===== src/rtl/fifo_arb_pkg.sv =====
// Shared types and defaults for the FIFO write-side arbiter.
// Holds the FSM state encoding, default widths and an index-width helper.
package fifo_arb_pkg;

    localparam int unsigned NUM_REQ_DEF    = 4;
    localparam int unsigned FIFO_WIDTH_DEF = 8;
    localparam int unsigned MAX_BURST_DEF  = 4;

    typedef enum logic {
        IDLE  = 1'b0,
        BURST = 1'b1
    } arb_state_e;

    // Width of an index into n requesters; never narrower than one bit.
    function automatic int unsigned idx_w(input int unsigned n);
        return (n > 1) ? $clog2(n) : 1;
    endfunction

endpackage


===== src/rtl/rr_pick.sv =====
// Round-robin picker: first set request bit at or above rr_ptr, wrapping.
// Ports: req (request vector), rr_ptr (scan start), idx (winner), any (|req).
module rr_pick
    import fifo_arb_pkg::*;
#(
    parameter  int unsigned num_req = NUM_REQ_DEF,
    localparam int unsigned IW      = idx_w(num_req)
) (
    input  logic [num_req-1:0] req,
    input  logic [IW-1:0]      rr_ptr,
    output logic [IW-1:0]      idx,
    output logic               any
);

    localparam int unsigned PW = IW + 1;
    localparam logic [PW-1:0] NR = PW'(num_req);

    logic [PW-1:0] pos;

    // Scan from the far end back toward rr_ptr so the last hit,
    // i.e. the one nearest rr_ptr, is the one that sticks.
    always_comb begin
        idx = '0;
        pos = '0;
        for (int k = num_req - 1; k >= 0; k--) begin
            pos = {1'b0, rr_ptr} + PW'(k);
            if (pos >= NR) begin
                pos = pos - NR;
            end
            if (req[pos[IW-1:0]]) begin
                idx = pos[IW-1:0];
            end
        end
    end

    assign any = |req;

endmodule


===== src/rtl/fifo_write_arbiter.sv =====
// Round-robin arbiter sharing one FIFO write port between requesters,
// granting bursts of up to max_burst words and honouring fifo_full.
// Ports: clk, rst (async active-low), req/req_data (requesters),
//        gnt (one-hot grant), fifo_full/fifo_wr_en/fifo_wr_data (FIFO side),
//        busy (in BURST), owner (current or last burst owner).
module fifo_write_arbiter
    import fifo_arb_pkg::*;
#(
    parameter  int unsigned num_req    = NUM_REQ_DEF,
    parameter  int unsigned fifo_width = FIFO_WIDTH_DEF,
    parameter  int unsigned max_burst  = MAX_BURST_DEF,
    localparam int unsigned OW         = idx_w(num_req),
    localparam int unsigned CW         = $clog2(max_burst) + 1
) (
    input  logic                          clk,
    input  logic                          rst,
    input  logic [num_req-1:0]            req,
    input  logic [num_req*fifo_width-1:0] req_data,
    output logic [num_req-1:0]            gnt,
    input  logic                          fifo_full,
    output logic                          fifo_wr_en,
    output logic [fifo_width-1:0]         fifo_wr_data,
    output logic                          busy,
    output logic [OW-1:0]                 owner
);

    localparam logic [CW-1:0] LAST = CW'(max_burst - 1);
    localparam logic [OW-1:0] TOP  = OW'(num_req - 1);

    arb_state_e    state_q, state_d;
    logic [OW-1:0] owner_q, owner_d;
    logic [OW-1:0] rr_ptr_q, rr_ptr_d;
    logic [CW-1:0] burst_cnt_q, burst_cnt_d;

    logic [OW-1:0] pick_idx;
    logic          pick_any;
    logic          own_req;
    logic          accept;

    rr_pick #(
        .num_req (num_req)
    ) u_pick (
        .req    (req),
        .rr_ptr (rr_ptr_q),
        .idx    (pick_idx),
        .any    (pick_any)
    );

    assign own_req = req[owner_q];

    // fifo_full gates the write in the same cycle, so a full FIFO
    // is never written and the word stays with its requester.
    assign accept = (state_q == BURST) && own_req && !fifo_full;

    always_ff @(posedge clk or negedge rst) begin
        if (!rst) begin
            state_q     <= IDLE;
            owner_q     <= '0;
            rr_ptr_q    <= '0;
            burst_cnt_q <= '0;
        end else begin
            state_q     <= state_d;
            owner_q     <= owner_d;
            rr_ptr_q    <= rr_ptr_d;
            burst_cnt_q <= burst_cnt_d;
        end
    end

    always_comb begin
        state_d     = state_q;
        owner_d     = owner_q;
        rr_ptr_d    = rr_ptr_q;
        burst_cnt_d = burst_cnt_q;
        unique case (state_q)
            IDLE: begin
                if (pick_any) begin
                    owner_d     = pick_idx;
                    burst_cnt_d = '0;
                    state_d     = BURST;
                end
            end
            BURST: begin
                if (accept) begin
                    burst_cnt_d = burst_cnt_q + CW'(1);
                end
                // Burst ends on abandon or on the last word; the next
                // scan starts just past the owner for fairness.
                if (!own_req || (accept && burst_cnt_q == LAST)) begin
                    state_d  = IDLE;
                    rr_ptr_d = (owner_q == TOP) ? '0 : owner_q + OW'(1);
                end
            end
            default: begin
                state_d = IDLE;
            end
        endcase
    end

    always_comb begin
        gnt          = '0;
        gnt[owner_q] = accept;
        fifo_wr_en   = accept;
        fifo_wr_data = '0;
        if (state_q == BURST) begin
            fifo_wr_data = req_data[owner_q*fifo_width +: fifo_width];
        end
    end

    assign busy  = (state_q == BURST);
    assign owner = owner_q;

    a_gnt_onehot: assert property (
        @(posedge clk) disable iff (!rst) $onehot0(gnt)
    );

    a_no_overrun: assert property (
        @(posedge clk) disable iff (!rst) !(fifo_wr_en && fifo_full)
    );

endmodule

===== config.mk =====
export PLATFORM = sky130hd
export DESIGN_NAME = fifo_write_arbiter
export DESIGN_NICKNAME = d
export VERILOG_FILES = /design/src/rtl/fifo_arb_pkg.sv /design/src/rtl/rr_pick.sv /design/src/rtl/fifo_write_arbiter.sv
export SDC_FILE = /design/constraint.sdc
export NUM_CORES = 1
export LEC_CHECK = 0
export CORE_MARGIN = 1.5
export CORE_UTILIZATION = 39
export CTS_BUF_LIST = sky130_fd_sc_hd__clkbuf_4 sky130_fd_sc_hd__clkbuf_8
export DETAILED_ROUTE_END_ITERATION = 8
export PLACE_DENSITY_LB_ADDON = 0.12
export SYNTH_ARGS = -nofsm -noshare
export SYNTH_HDL_FRONTEND = slang
export SYNTH_SLANG_ARGS = --single-unit

===== constraint.sdc =====
create_clock -name clk -period 5 [get_ports clk]
set_input_delay 1.5 -clock clk [delete_from_list [all_inputs] [get_ports clk]]
set_output_delay 1.5 -clock clk [all_outputs]
set_load 0.05 [all_outputs]

Word level (Yosys, flattened, before mapping):

Cells that the tools add are included.
Widths: inputs -> output; s select.

* add/sub/neg operators: 9
* $lt $le $gt $ge: 10
* eq/ne operators: 4
* shift operators: 1
* multiplexer cells: 28
* bitwise logic cells: 2
* reductions and logical operators: 11

Operators with widths (number)
* $shiftx 32x6->8: 1
* $mux 2: 9
* $lt 2x3->1 const B: 5
* $bmux 1 s2: 5
* $ge 3x3->1 const B: 3
* $mux 1: 8
* $mux 8: 1
* $sub 2x1->2 const B: 4
* $add 2x2->3 const B: 2
* $mux 3: 2
* $pmux 3 s2: 1
* $reduce_and 2->1: 3
* $and 4x4->4: 1
* $logic_and 1x1->1: 4
* $reduce_or 4->1: 1
* $add 2x1->3 const B: 1
* $add 3x1->3 const B: 1
* $eq 3x2->1 const B: 1
* $ge 2x3->1 const B: 1
* $add 2x1->2 const B: 1
* $demux 1 s2: 1
* $eq 2x2->1 const B: 1
* $ge 2x1->1 const B: 1
* $logic_not 1->1: 2
* other kinds (5): 5

* register bits: 8
* output and inout port bits: 16
* word-level logic and storage cells: 69

Logic depth before layout (Yosys ltp):

* word-level depth: 9
* gate-level depth with buffers: 5
* gate-level depth less buffers: 5

By module:

From an unflattened synthesis, not the netlist that was laid out.

* cells, all modules: 84
* area total of the unflattened synthesis: 848.3 um^2

By module, submodules not included
* fifo_write_arbiter: instances 1, cells an instance 71, area an instance 770.7 um^2, seq. area each 200.2 um^2
* rr_pick: instances 1, cells an instance 13, area an instance 77.6 um^2, seq. area each 0.0 um^2

Least setup slack after synthesis:

OpenSTA, ideal clock, no wires.

* kind: input -> output
* from: in req[3]
* to: out gnt[0]
* arrival time: 2.644 ns
* data required time: 3.500 ns
* setup slack: 0.856 ns
* cell stages on the path: 4
* path buffers: 1
* cells stage by stage: mux4_2 -> and3b_1 -> buf_6 -> and2_1

* cells in the longest elaborated chain, start to end: 5

Ends and longest elaborated chain
* start: declaration: line fifo_write_arbiter.sv:17 `input logic [num_req-1:0] req,`
* $bmux 1 s2: line fifo_write_arbiter.sv:49 `assign own_req = req[owner_q];`
* $mux 1 (implied by the code): line fifo_write_arbiter.sv:49
* $logic_and 1x1->1 (2 in a row): line fifo_write_arbiter.sv:53 `assign accept = (state_q == BURST) && own_req && !fifo_full;`
* net fifo_wr_en: line fifo_write_arbiter.sv:21 `output logic fifo_wr_en,`
* $and 4x4->4 (no line)
* end: declaration: line fifo_write_arbiter.sv:19 `output logic [num_req-1:0] gnt,`

The timed path passes the listed nets, and every way through them passes these cells. The select of a mux whose other input is x is not followed.

Final worst setup path:

* from: in req_data[28]
* to: out fifo_wr_data[4]

* cells in the longest elaborated chain, start to end: 2

Ends and longest elaborated chain
* start: declaration: line fifo_write_arbiter.sv:18 `input logic [num_req*fifo_width-1:0] req_data,`
* $shiftx 32x6->8: line fifo_write_arbiter.sv:105 `fifo_wr_data = req_data[owner_q*fifo_width +: fifo_width];`
* $mux 8: line fifo_write_arbiter.sv:104 `if (state_q == BURST) begin`
* end: declaration: line fifo_write_arbiter.sv:22 `output logic [fifo_width-1:0] fifo_wr_data,`

Every way passes these cells.

==> run_results.csv <==
group,metric,value,unit
run_status,outcome,"finished, final reports clean",
critical_path,worstRegToRegCells,3,
detailed_routing,drt-wirelength-per-cell,16.1,um
global_route,grt_pass1_vias,838,
sta,setup_violations,0,
final_layout,utilization,70.9,%
sta,tightest_slew,0.946,ns
cts,clock_path_buffers,2,
cts,cts_sinks,8,
critical_path,path_buf_inv,2,
yosys,ys_seq_area_share,24.4,%
global_route,grt.overflow.total,0,
global_route,grt_start_max_net_pins,22,
place,dp_slack,0.239,ns
sta,timing.fmax,0.210,GHz
sta,min_period,4.75,ns
place,io_buffers,54,
yosys,ys_ff_latch,8,
sta,slew-limit-headroom,36.3,%
yosys,synthesis.nets,123,
yosys,async_flop_share,100,%
cts,clk_pin_slew_worst_paths,0.05,ns
critical_path,critPathSlowestCell,"clkdlybuf4s50_1",
flow_run,cap_viol_max_count,0,
critical_path,required,3.50,ns
critical_path,crit_top_cell,"clkdlybuf4s50_1",
floorplan,core.rowCount,16,
global_route,grt_pass1_wl,4310,um
cts,cts_buffers,3,
yosys,synthCells,78,
cts,cts_setup_buffers,0,
final_layout,area_delta_synth_final,69.4,%
yosys,avgSynthCellArea,10.5,um2
critical_path,cp-end-kind,"output port",
floorplan,die_area,2390,um2
floorplan,start_util,41.8,%
min_path,hold_path_depth,1,
power_and_ir_drop,vdd_drop_max,0.356,mV
floorplan,die_h,48.9,um
critical_path,crit_family,"buffers and inverters",
floorplan,coreArea,1960,um2
final_layout,mostFrequentLayoutCells,"49 x clkdlybuf4s50_1, 12 x and2_1, 9 x mux4_2",
global_route,antenna_found_initial,0,
yosys,synthDistinctLibCells,25,
sta,finalHoldViolCount,0,
sta,fin_skew,0.00102,ns
critical_path,cp-start-kind,"primary input",
min_path,min_from,"burst_cnt_q[0]",
sta,tns,0,ns
sta,layout_worst_path_cycle_share,95.1,%
detailed_routing,avgViaCountPerCell,5.13,
detailed_routing,num_vias,805,
critical_path,cp_cell_sequence,"clkdlybuf4s50_1 -> mux4_2 -> and2_1 -> clkdlybuf4s50_1",
floorplan,die_x,48.9,um
detailed_routing,drtPass1Iterations,4,
critical_path,reg2reg_slack,2.84,ns
yosys,synth_warnings,0,
critical_path,regToRegEndpoint,"rr_ptr_q[1]",
min_path,hold_end,"burst_cnt_q[0]",
floorplan,ios,55,
place,gp_congestion,0.811,
sta,drv_slew,0,
final_layout,diodes,0,
place,place_area,1370,um2
min_path,min-delay-path-class,"reg2reg",
sta,grt_setup_unrepaired,"no",
critical_path,path_max_fanout,1,
detailed_routing,drc,0,
cts,clockRootBuffer,"clkbuf_4",
detailed_routing,drt_iter0_drc,3,
critical_path,r2r_start,"owner[0]",
critical_path,critPathKind,"in2out",
cts,hold_buffers,0,
final_layout,finalNetCount,177,
yosys,netlist_area,821,um2
yosys,synth_edf_count,0,
place,place_inst,154,
final_layout,layout-drive-gt1-share,14.6,%
power_and_ir_drop,power_density,548,nW/um2
final_layout,final_common_cell,"clkdlybuf4s50_1",
detailed_routing,routed_wl,2530,um
critical_path,critPathArrivalTime,3.25,ns
cts,cts_tree,"yes",
final_layout,stdcell_area,1390,um2
detailed_routing,ant_nets,0,
place,hpwl,2070,um
yosys,synth_top_flop_cell,"dfrtp_1",
global_route,grt_usage,23.7,%
cts,clk_latency,0.25,ns
power_and_ir_drop,leakagePower,0.000558,uW
critical_path,slowest_delay,0.69,ns
sta,fin_ws,0.247,ns
cts,htreeDepth,1,
final_layout,instances_no_fill,157,
cts,cts_resized,0,
## cells by family after synthesis
logic type | count (synthesis) | synth area share [%]
AND/OR/NAND/NOR | 24 | 18.0
flip-flops | 8 | 24.4
buffers and inverters | 11 | 6.10
multiplexers | 14 | 31.1
AO/OA/AOI/OAI | 15 | 11.3
adder cells (fa/ha/maj) | 6 | 9.15
## cells in the mapped netlist (2+ instances only)
library cell / instances / share of area, %
o21ai_0: 6 / 3.7
nand2b_1: 6 / 4.6
o41ai_1: 2 / 2.1
mux2i_1: 3 / 3.7
ha_1: 6 / 9.1
inv_1: 6 / 2.7
clkbuf_1: 2 / 0.91
and2_1: 12 / 9.1
mux4_2: 9 / 25
dfrtp_1: 8 / 24
mux2_2: 2 / 2.7
a21oi_1: 3 / 1.8
## metal layers
layer  wire length (um)  GRT usage [%]
met1               1030           28.5
met2               1330           42.2
met5                  0              0
met4                 13           5.24
met3                162           6.44
## flip-flops by register name (all words and copies together) (netlist names)
register and flops:
owner 2, burst_cnt_q 3, rr_ptr_q 2, busy 1
## report_power, final
group / internal [uW] / leakage (uW) / switching (uW) / total [uW]
Sequential: 92.1 / 0.000101 / 82.3 / 174
Clock: 27.5 / 0.0000138 / 22.0 / 49.5
Combinational: 248 / 0.000444 / 290 / 538
## worst max path at each step
stage / start / end / slack [ns] / cells past startpoint
after floorplan: req[3] / gnt[0] / 0.86 / 4
after global placement: req_data[30] / fifo_wr_data[6] / 0.30 / 4
after detailed placement: req_data[20] / fifo_wr_data[4] / 0.24 / 4
after CTS: req_data[20] / fifo_wr_data[4] / 0.24 / 4
after global routing: req[0] / gnt[1] / 0.18 / 5
final: req_data[28] / fifo_wr_data[4] / 0.25 / 4
## final cells by class
class                   count  area [um2]
well taps                  27        33.8
clock buffers               3        22.5
repair buffers             54         541
inverters                   6        22.5
multi-input cells          59         571
flip-flops and latches      8         200
fillers                   171         572
## worst register-to-register path: cells and delay by family, from the launching register on
kind | cells | cell delay, ns
mux | 2 | 0.99
compound gates | 1 | 0.24
flops | 1 | 0.82
## through the flow
step	total power (uW)	hold slack [ns]
6_report	762	0.499
3_3_place_gp	701	0.464
4_1_cts	769	0.503
2_1_floorplan	539	0.449
5_1_grt	814	0.535
3_5_place_dp	718	0.496
(Power assumes the default switching activity.)
